--- config.mk ---
export PLATFORM = sky130hd
export DESIGN_NAME = sw_threshold_monitor
export DESIGN_NICKNAME = d
export VERILOG_FILES = /design/src/rtl/sw_threshold_monitor.sv
export SDC_FILE = /design/constraint.sdc
export NUM_CORES = 1
export LEC_CHECK = 0
export CAP_MARGIN = 10
export CORE_MARGIN = 2
export CORE_UTILIZATION = 48
export CTS_CLUSTER_DIAMETER = 150
export DETAILED_ROUTE_END_ITERATION = 8
export PLACE_DENSITY = 0.78
export SETUP_SLACK_MARGIN = 0.5
export SYNTH_ARGS = -nofsm -noshare
export SYNTH_HDL_FRONTEND = slang
export SYNTH_SLANG_ARGS = --single-unit
--- constraint.sdc ---
create_clock -name CLOCK_50 -period 1.8 [get_ports CLOCK_50]
set_input_delay 0.27 -clock CLOCK_50 [delete_from_list [all_inputs] [get_ports CLOCK_50]]
set_output_delay 0.27 -clock CLOCK_50 [all_outputs]
set_load 0.05 [all_outputs]
--- src/rtl/sw_threshold_monitor.sv ---
`default_nettype none
// +----------------------------------------------------------------------------+
// | sw_threshold_monitor: sync + debounce N switches, popcount vs K, LED/pulse |
// | Optional macro STICKY_ALARM_EN adds the sticky ALARM flag.    Rev 1.0      |
// +----------------------------------------------------------------------------+
module sw_threshold_monitor #(
  parameter int N         = 4,
  parameter int K         = 1,
  parameter int MODE      = 0,
  parameter int DB_CYCLES = 4
) (
  input  logic                     CLOCK_50,
  input  logic                     RST,
  input  logic [N-1:0]             SW,
  input  logic                     CLR,
  output logic                     LEDR,
  output logic [$clog2(N+1)-1:0]   COUNT,
  output logic                     CHANGE,
  output logic                     ALARM
);
  localparam int            CW  = $clog2(N+1);
  localparam logic [CW-1:0] K_C = CW'(K);

  if (K > N || K < 0) begin : g_k_check
    $error("sw_threshold_monitor: K must lie in 0..N");
  end

  logic [N-1:0] sw_s1_q, sw_s1_d;
  logic [N-1:0] sw_s2_q, sw_s2_d;
  logic [N-1:0] db;

  always_comb begin
    sw_s1_d = SW;
    sw_s2_d = sw_s1_q;
  end

  always_ff @(posedge CLOCK_50 or posedge RST) begin
    if (RST) begin
      sw_s1_q <= '0;
      sw_s2_q <= '0;
    end else begin
      sw_s1_q <= sw_s1_d;
      sw_s2_q <= sw_s2_d;
    end
  end

  if (DB_CYCLES == 0) begin : g_db_bypass
    assign db = sw_s2_q;
  end else begin : g_db
    localparam int             DBW     = $clog2(DB_CYCLES + 1);
    localparam logic [DBW-1:0] DB_LAST = DBW'(DB_CYCLES - 1);

    for (genvar i = 0; i < N; i++) begin : g_bit
      logic [DBW-1:0] cnt_q, cnt_d;
      logic           db_q, db_d;

      // Counter restarts whenever the input agrees with the debounced value,
      // so only an uninterrupted run of DB_CYCLES disagreeing samples commits.
      always_comb begin
        db_d  = db_q;
        cnt_d = cnt_q;
        if (sw_s2_q[i] == db_q) begin
          cnt_d = '0;
        end else if (cnt_q == DB_LAST) begin
          db_d  = sw_s2_q[i];
          cnt_d = '0;
        end else begin
          cnt_d = cnt_q + DBW'(1);
        end
      end

      always_ff @(posedge CLOCK_50 or posedge RST) begin
        if (RST) begin
          cnt_q <= '0;
          db_q  <= 1'b0;
        end else begin
          cnt_q <= cnt_d;
          db_q  <= db_d;
        end
      end

      assign db[i] = db_q;
    end
  end

  logic [CW-1:0] pop;
  logic          match;

  always_comb begin
    pop = '0;
    for (int i = 0; i < N; i++) begin
      pop = pop + CW'(db[i]);
    end
    match = (pop <= K_C);
    case (MODE)
      1:       match = (pop >= K_C);
      2:       match = (pop == K_C);
      default: match = (pop <= K_C);
    endcase
  end

  logic [CW-1:0] count_q, count_d;
  logic          led_q, led_d;
  logic          change_q, change_d;
  logic          primed_q, primed_d;

  // COUNT and LEDR come from the same db sample, so they never disagree.
  always_comb begin
    count_d  = pop;
    led_d    = match;
    change_d = primed_q && (match != led_q);
    primed_d = 1'b1;
  end

  always_ff @(posedge CLOCK_50 or posedge RST) begin
    if (RST) begin
      count_q  <= '0;
      led_q    <= 1'b0;
      change_q <= 1'b0;
      primed_q <= 1'b0;
    end else begin
      count_q  <= count_d;
      led_q    <= led_d;
      change_q <= change_d;
      primed_q <= primed_d;
    end
  end

  assign COUNT  = count_q;
  assign LEDR   = led_q;
  assign CHANGE = change_q;

`ifdef STICKY_ALARM_EN
  logic alarm_q, alarm_d;

  // A violation on the same edge as CLR keeps the alarm set.
  always_comb begin
    alarm_d = alarm_q;
    if (primed_q && !led_d) begin
      alarm_d = 1'b1;
    end else if (CLR) begin
      alarm_d = 1'b0;
    end
  end

  always_ff @(posedge CLOCK_50 or posedge RST) begin
    if (RST) begin
      alarm_q <= 1'b0;
    end else begin
      alarm_q <= alarm_d;
    end
  end

  assign ALARM = alarm_q;
`else
  logic unused_clr;
  assign unused_clr = CLR;
  assign ALARM      = 1'b0;
`endif

endmodule
`default_nettype wire

-- After elaboration in Yosys (flattened, before gate mapping)
Index checks and enable logic that the tools add are counted.
- add/sub/neg operators: 7
- magnitude comparators: 1
- eq/ne operators: 9
- mux-type cells: 8
- reduce and logical (&&, ||, !) cells: 5
- bitwise gates (word level): 4
- operator list (cell ; count):
    $mux W3 ; 8
    $add A3 B1 Y3 const B ; 4
    $eq A3 B2 Y1 const B ; 4
    $reduce_and A2 Y1 ; 4
    $eq A1 B1 Y1 ; 4
    $not A1 Y1 ; 4
    $add A2 B1 Y3 ; 1
    $add A3 B1 Y3 ; 1
    $le A3 B1 Y1 const B ; 1
    $add A1 B1 Y2 ; 1
    $logic_and A1 B1 Y1 ; 1
    $ne A1 B1 Y1 ; 1
- register bits: 30
- bits of input ports: 7
- output and inout port bits: 6
- word-level logic and storage cells: 48

-- Logic depth before layout (Yosys ltp)
Gate-level depths: netlist of run 1.
- depth in word-level cells: 6
- mapped depth: 8
- mapped depth without buffers: 8

-- Worst setup path before layout of run 1
No wires, ideal clock.
- path kind: reg2reg
- start point: register g_db.g_bit[0].db_q
- end point: register change_q (netlist: CHANGE)
- data required time: 1.681 ns
- setup slack: 0.074 ns
- stages on the path, launching flop included: 9
- arrival time: 1.607 ns
- clock period less this slack: 1.726 ns
- cell sequence: dfrtp_1 inv_1 fa_1 inv_1 ha_1 inv_1 ha_1 xor2_1 and2_1
- word-level cells in the longest chain between the ends: 6
- ends and longest elaborated chain (what ; RTL line ; text):
    start: declaration ; 55 ; logic db_q, db_d;
    start signal: assignment ; 75 ; db_q <= 1'b0;
    start signal: assignment ; 78 ; db_q <= db_d;
    $add A1 B1 Y2 ; 92 ; pop = pop + CW'(db[i]);
    $add A2 B1 Y3 ; 92 ;
    $add A3 B1 Y3 ; 92 ;
    $le A3 B1 Y1 ; 98 ; default: match = (pop <= K_C);
    named net led_d ; 103 ; logic led_q, led_d;
    $ne A1 B1 Y1 ; 111 ; change_d = primed_q && (match != led_q);
    $logic_and A1 B1 Y1 ; 111 ;
    named net change_d ; 104 ; logic change_q, change_d;
    end signal: assignment ; 124 ; change_q <= change_d;
    end: declaration ; 104 ;
The timed path passes the listed nets, and every way through them passes these cells.
A chain may end at the register's enable or synchronous reset.

-- Worst setup path in the final report of run 1
Same ends and word-level chain as after synthesis.

==> reports/qor.csv, run 1 <==
stage;metric;value;unit
clocking;cts-hold-fix-buffers;0;
route;dr.first_iter.drc_count;0;
pwr;p_leak;0.655;nW
grt;grt_pass1_vias;636;
yosys;ys_warn_count;0;
floorplan;io_pins;13;
min_path;holdCritPathClass;in2async;
critical_path;crit_arrival;1.86;ns
yosys;netlist_area;1140;um^2
placed_design;gp_congestion;0.636;
final_layout;fin_cells;125;
yosys;ys_seq_area_share;65.7;%
route;drtPass1Iterations;1;
critical_path;crit_type;reg2reg;
floorplan;dieArea;2790;um^2
clocking;clockBufferDepth;2;
timing;fin_crit_sh;92.3;%
timing;rsz0062_at_grt;yes;
critical_path;critical-path-max-stage-delay;0.48;ns
pwr;vdd_drop_max;1.03;mV
placed_design;io_buffers;10;
floorplan;placementRows;17;
clocking;cts_root_buf;clkbuf_4;
critical_path;path_max_fanout;2;
yosys;synth_seq_cells;30;
grt;grt_pass1_wl;2680;um
grt;grt_max_degree;31;
grt;use_met1;15.9;%
critical_path;cp-start-kind;flop;
timing;final_max_slew_viol_count;0;
final_layout;fill_cells;191;
floorplan;initial_core_util;51.1;%
route;drc;0;
grt;gr-usage-met2;21.9;%
critical_path;critPathSlowestCell;fa_1;
grt;grt_usage;14.7;%
route;vias;600;
final_layout;final_core_util;61.5;%
critical_path;path_cells;inv_2 -> fa_1 -> inv_2 -> ha_4 -> inv_2 -> ha_4 -> xor2_1 -> and2_1;
flow_run;cap_violations;0;
clocking;clk_latency;0.31;ns
placed_design;dpl.hpwl;1070;um
route;wire_per_inst;11.8;um
critical_path;worst_setup_path_end_kind;flop;
final_layout;n_antenna_cell;0;
status;status;finished, final reports clean;
clocking;path_clk_slew;0.08;ns
critical_path;cp.required;2.00;ns
floorplan;die_w;52.8;um
clocking;htreeDepth;2;
route;antenna_left;0;
timing;finClkSkew;0.00493;ns
timing;setup_viol;0;
critical_path;cp_common_cell;inv_2;
timing;max_freq;602;MHz
grt;antenna_found_initial;0;
yosys;syn_nets;89;
placed_design;place_inst;112;
route;routed_wl;1480;um
clocking;cts_buffers;5;
timing;fin_crit;1.66;ns
final_layout;drive_gt1_share;30.9;%
clocking;cts.sinks;30;
floorplan;die_y;52.8;um
route;vias_per_cell;4.80;
timing;tns;0;ns
grt;use_met3;6.00;%
grt;grt-ovfl-total;0;
pwr;cellPowerDensity;1680;nW/um^2
timing;hold_slack;0.321;ns
final_layout;synthToLayoutAreaGrowth;20.3;%
yosys;netlist-cell-type-count;17;
clocking;cts_tree;yes;
final_layout;seq_area;751;um^2
yosys;synth_cells;74;
yosys;synth.avg_cell_area;15.4;um^2
grt;grt-busiest-layer;met2;
final_layout;nets;112;
floorplan;core;2230;um^2
timing;finalHoldViolations;0;
final_layout;multi_input_comb_area;385;um^2
synth_stat cells (all sizes together):
cell | count | share of area, %
dfrtp | 30 | 66
inv | 7 | 2.3
ha | 7 | 7.7
xnor2 | 4 | 3.1
buf | 1 | 0.66
conb | 2 | 0.66
xor2 | 1 | 0.77
nor2b | 5 | 5.4
fa | 1 | 1.8
mux2 | 4 | 4.3
nor3b | 7 | 5.0
nor3 | 4 | 2.2
and2 | 1 | 0.55
cell families after synthesis:
family	after synthesis	synth area share [%]
DFF	30	65.7
and+or+nand+nor	17	13.1
buffers and inverters	8	2.96
adders and majority gates	8	9.42
xor gates and xnor gates	5	3.83
muxes	4	4.27
other	2	0.657
path summary, 6_finish.rpt:
path | start | endpoint | slack (ns) | depth (start not counted)
min in group CLOCK_50 | sw_s1_q[3] | sw_s2_q[3] | 0.36 | 0
hold reg to reg | sw_s1_q[3] | sw_s2_q[3] | 0.36 | 0
setup / recovery | g_db.g_bit[0].db_q | CHANGE | 0.14 | 8
setup reg to reg | g_db.g_bit[0].db_q | CHANGE | 0.14 | 8
hold / removal | RST | sw_s1_q[0] | 0.32 | 3
max in group asynchronous | RST | g_db.g_bit[3].cnt_q[0] | 1.21 | 3
through the flow:
stage | total power (W) | setup slack [ns] | area, um^2
after CTS | 0.00234 | 0.144 | 1380
final | 0.00231 | 0.138 | 1370
after detailed placement | 0.00192 | 0.0567 | 1300
after global routing | 0.00251 | 0.0453 | 1370
after floorplan | 0.00166 | 0.134 | 1170
after global placement | 0.00184 | 0.114 | 1300
per-layer routing:
layer | share of wire (%) | wire [um] | up-vias
met5 | 0 | 0 | -
met4 | 3.7 | 55 | 0
met3 | 6.8 | 101 | 8
met2 | 52 | 770 | 16
met1 | 37 | 551 | 296
li1 | - | - | 280
worst max-delay path, delay by kind of cell, from the launching register on:
| family | cells | cell delay, ns |
|---|---|---|
| xor+xnor | 1 | 0.13 |
| fa+ha+maj | 3 | 0.75 |
| buf+inv | 3 | 0.17 |
| flops | 1 | 0.37 |
| simple gates | 1 | 0.15 |
what timing repair did:
action,4_1_cts,5_1_grt
setup buffers,4,2
gates resized for setup,17,8
pin swaps,3,0
endpoints found under the setup margin,10,10
cell type report:
type | instances | share of cell area (%)
Clock buffer | 7 | 3.28
Tap cell | 28 | 2.55
Sequential cell | 30 | 54.6
Inverter | 7 | 1.91
Timing Repair Buffer | 17 | 9.56
Multi-Input combinational cell | 36 | 28.1
power breakdown:
group / internal (W) / total [W] / leakage (nW) / switching [W]
combinational: 0.000468 / 0.00101 / 0.256 / 0.000538
sequential: 0.000862 / 0.000956 / 0.374 / 0.0000942
clock: 0.000147 / 0.000345 / 0.0254 / 0.000198
flip-flops by register name, summed over array words and instances, names as in the netlist:
name and flops:
g_db.g_bit.cnt_q 12, g_db.g_bit.db_q 4, sw_s1_q 4, sw_s2_q 4
COUNT 3, CHANGE 1, LEDR 1, primed_q 1
placed cells by master (no fill, tap or decap):
master and instances:
inv_1 3, dfrtp_1 30, buf_4 7, buf_2 4, conb_1 2, clkdlybuf4s50_1 5
ha_1 4, inv_2 4, ha_2 1, clkbuf_4 5, nor2b_1 1, nor3_1 3
nor3b_1 6, ha_4 2, xor2_1 1, xnor2_1 4, nor3b_2 1, mux2_1 3
mux2_4 1, dlygate4sd2_1 1, nor2b_4 4, clkbuf_1 2, fa_1 1, and2_1 1
nor3_2 1
Note: power is estimated with default switching activity, not from simulation.
==> run 2, diff against run 1 <==
- CORE_ASPECT_RATIO: not set -> 0.8
==> run 2 against run 1 <==
  * Maximum frequency decreased by 1.2%
  * Flip-flop and latch count unchanged
  * Cell count decreased by 0.80%
  * Highest routed layer unchanged
==> reports/qor.csv, run 2 (synthesis gave the netlist of run 1 again) <==
stage;metric;value;unit;change
status;status;finished, final reports clean;;unchanged
final_layout;n_antenna_cell;0;;unchanged
route;dr.first_iter.drc_count;4;;was 0
final_layout;largest-register;g_db.g_bit.cnt_q;;unchanged
grt;antenna_found_initial;0;;unchanged
route;drtPass1Iterations;2;;was 1
critical_path;crit_family;adder cells;;unchanged
critical_path;path_max_fanout;2;;unchanged
min_path;holdCritPathClass;in2async;;unchanged
pwr;p_leak;0.696;nW;was 0.655 nW
floorplan;initial_core_util;52.0;%;was 51.1%
floorplan;die_y;47.6;um;was 52.8 um
placed_design;gp_congestion;0.614;;was 0.636
timing;fin_crit;1.68;ns;was 1.66 ns
route;wire_per_inst;12.8;um;was 11.8 um
pwr;switching_power;0.000907;W;was 0.000830 W
clocking;htreeDepth;2;;unchanged
timing;worst_slack;0.118;ns;was 0.138 ns
critical_path;worst_setup_path_end_kind;flop;;unchanged
floorplan;core;2200;um^2;was 2230 um^2
route;routed_wl;1580;um;was 1480 um
clocking;cts_root_buf;clkbuf_4;;unchanged
pwr;cellPowerDensity;1880;nW/um^2;was 1680 nW/um^2
critical_path;critPathSlowestCell;fa_1;;unchanged
clocking;path_clk_slew;0.10;ns;was 0.08 ns
critical_path;crit_type;reg2reg;;unchanged
grt;grt_usage;14.6;%;was 14.7%
placed_design;preCtsSetupSlack;0.0380;ns;was 0.0567 ns
clocking;cts_tree;yes;;unchanged
route;wl_met1;724;um;was 551 um
flow_run;cap_violations;0;;unchanged
clocking;cts.sinks;30;;unchanged
final_layout;drive_gt1_share;33.3;%;was 30.9%
route;antenna_left;0;;unchanged
pwr;p_sw_share;33.1;%;was 36.0%
clocking;cts-hold-fix-buffers;0;;unchanged
critical_path;cp-start-kind;flop;;unchanged
pwr;clockPowerShare;25.6;%;was 15.0%
floorplan;placementRows;15;;was 17
timing;finalHoldViolations;0;;unchanged
critical_path;crit_buf_inv;3;;unchanged
timing;finClkSkew;0.00996;ns;was 0.00493 ns
timing;tns;0;ns;unchanged
pwr;p_int;0.00183;W;was 0.00148 W
critical_path;cp.required;2.03;ns;was 2.00 ns
floorplan;io_pins;13;;unchanged
pwr;vdd_drop_max;1.35;mV;was 1.03 mV
pwr;total_power;0.00274;W;was 0.00231 W
timing;fin_crit_sh;93.5;%;was 92.3%
route;drc;0;;unchanged
final_layout;layout_commonest_cell;dfrtp_1;;unchanged
timing;max_freq;594;MHz;was 602 MHz
final_layout;nets;113;;was 112
pwr;p_comb_share;39.2;%;was 43.6%
route;vias_per_cell;4.71;;was 4.80
route;top_layer_used;met4;;unchanged
grt;grt_pass1_vias;575;;was 636
clocking;clk_latency;0.33;ns;was 0.31 ns
route;wl_met2;730;um;was 770 um
final_layout;final_cell_mix;dfrtp_1, buf_4, nor3b_1;;unchanged
timing;setup_viol;0;;unchanged
placed_design;dpl.hpwl;1040;um;was 1070 um
critical_path;path_cells;inv_1 -> fa_1 -> inv_2 -> ha_4 -> inv_2 -> ha_4 -> xor2_1 -> and2_1;;was inv_2 -> fa_1 -> inv_2 -> ha_4 -> inv_2 -> ha_4 -> xor2_1 -> and2_1
grt;grt-ovfl-total;0;;unchanged
critical_path;crit_arrival;1.92;ns;was 1.86 ns
timing;final_max_slew_viol_count;0;;unchanged
final_layout;fill_cells;151;;was 191
clocking;clockBufferDepth;2;;unchanged
clocking;cts_buffers;5;;unchanged
pwr;seq_power_share;35.2;%;was 41.4%
timing;rsz0062_at_grt;yes;;unchanged
route;vias;584;;was 600
final_layout;synthToLayoutAreaGrowth;27.6;%;was 20.3%
grt;grt_pass1_wl;2650;um;was 2680 um
floorplan;die_w;58.5;um;was 52.8 um
critical_path;critical-path-max-stage-delay;0.44;ns;was 0.48 ns
floorplan;dieArea;2790;um^2;about the same
placed_design;io_buffers;10;;unchanged
grt;grt_max_degree;31;;unchanged
final_layout;largest_reg_flops;12;;unchanged
route;wl_met3;85;um;was 101 um
## run 2: repair_timing
action | 4_1_cts | 5_1_grt
buffers inserted | 3 | 4
hold endpoints to repair | 0 | 0
endpoints found under the setup margin | 10 | 7
gates resized for setup | 21 | 3
pin swaps | 1 | 0
## run 2: worst paths after layout
kind	from	endpoint	slack (ns)	cells after the start
max	g_db.g_bit[1].db_q	CHANGE	0.12	8
min	RST	CHANGE	0.30	3
min in group CLOCK_50	sw_s1_q[0]	sw_s2_q[0]	0.35	0
min reg2reg	sw_s1_q[0]	sw_s2_q[0]	0.35	0
max reg2reg	g_db.g_bit[1].db_q	CHANGE	0.12	8
max in group asynchronous	RST	sw_s2_q[1]	1.23	3
## run 2: worst min-delay path, stage by stage
cell and delay [ns]:
clkdlybuf4s50_1 0.40, inv_1 0.05, buf_4 0.33
## run 2: per-stage QoR
step	util (%)	cells	area, um^2	hold WS, ns
CTS	65.0	120	1430	0.305
global route	66.4	124	1460	0.344
finish	66.4	124	1460	0.302
global placement	59.1	109	1300	0.334
floorplan	-	74	1170	0.301
detailed placement	59.1	109	1300	0.335
## run 2: per-layer routing
metal	global-route usage, %	up-vias
met2	21.3	11
li1	-	282
met5	0	-
met1	17.1	286
met3	7.57	5
met4	9.77	0
## run 2: power groups by stage
stage	Sequential, W	Combinational, W	Clock (W)
global route	0.000990	0.00119	0.000741
global placement	0.000975	0.000891	0
detailed placement	0.000986	0.000935	0
CTS	0.000968	0.00100	0.000719
floorplan	0.00115	0.000505	0
finish	0.000964	0.00107	0.000702
## run 2: cell type report
cell class / count / area (um^2) / area share (%)
inverters: 7 / 26.3 / 1.80
clock inverters: 2 / 60.1 / 4.12
multi-input cells: 36 / 395 / 27.1
flip-flops and latches: 30 / 751 / 51.5
well taps: 25 / 31.3 / 2.15
clock buffers: 6 / 51.3 / 3.52
repair buffers: 18 / 143 / 9.79
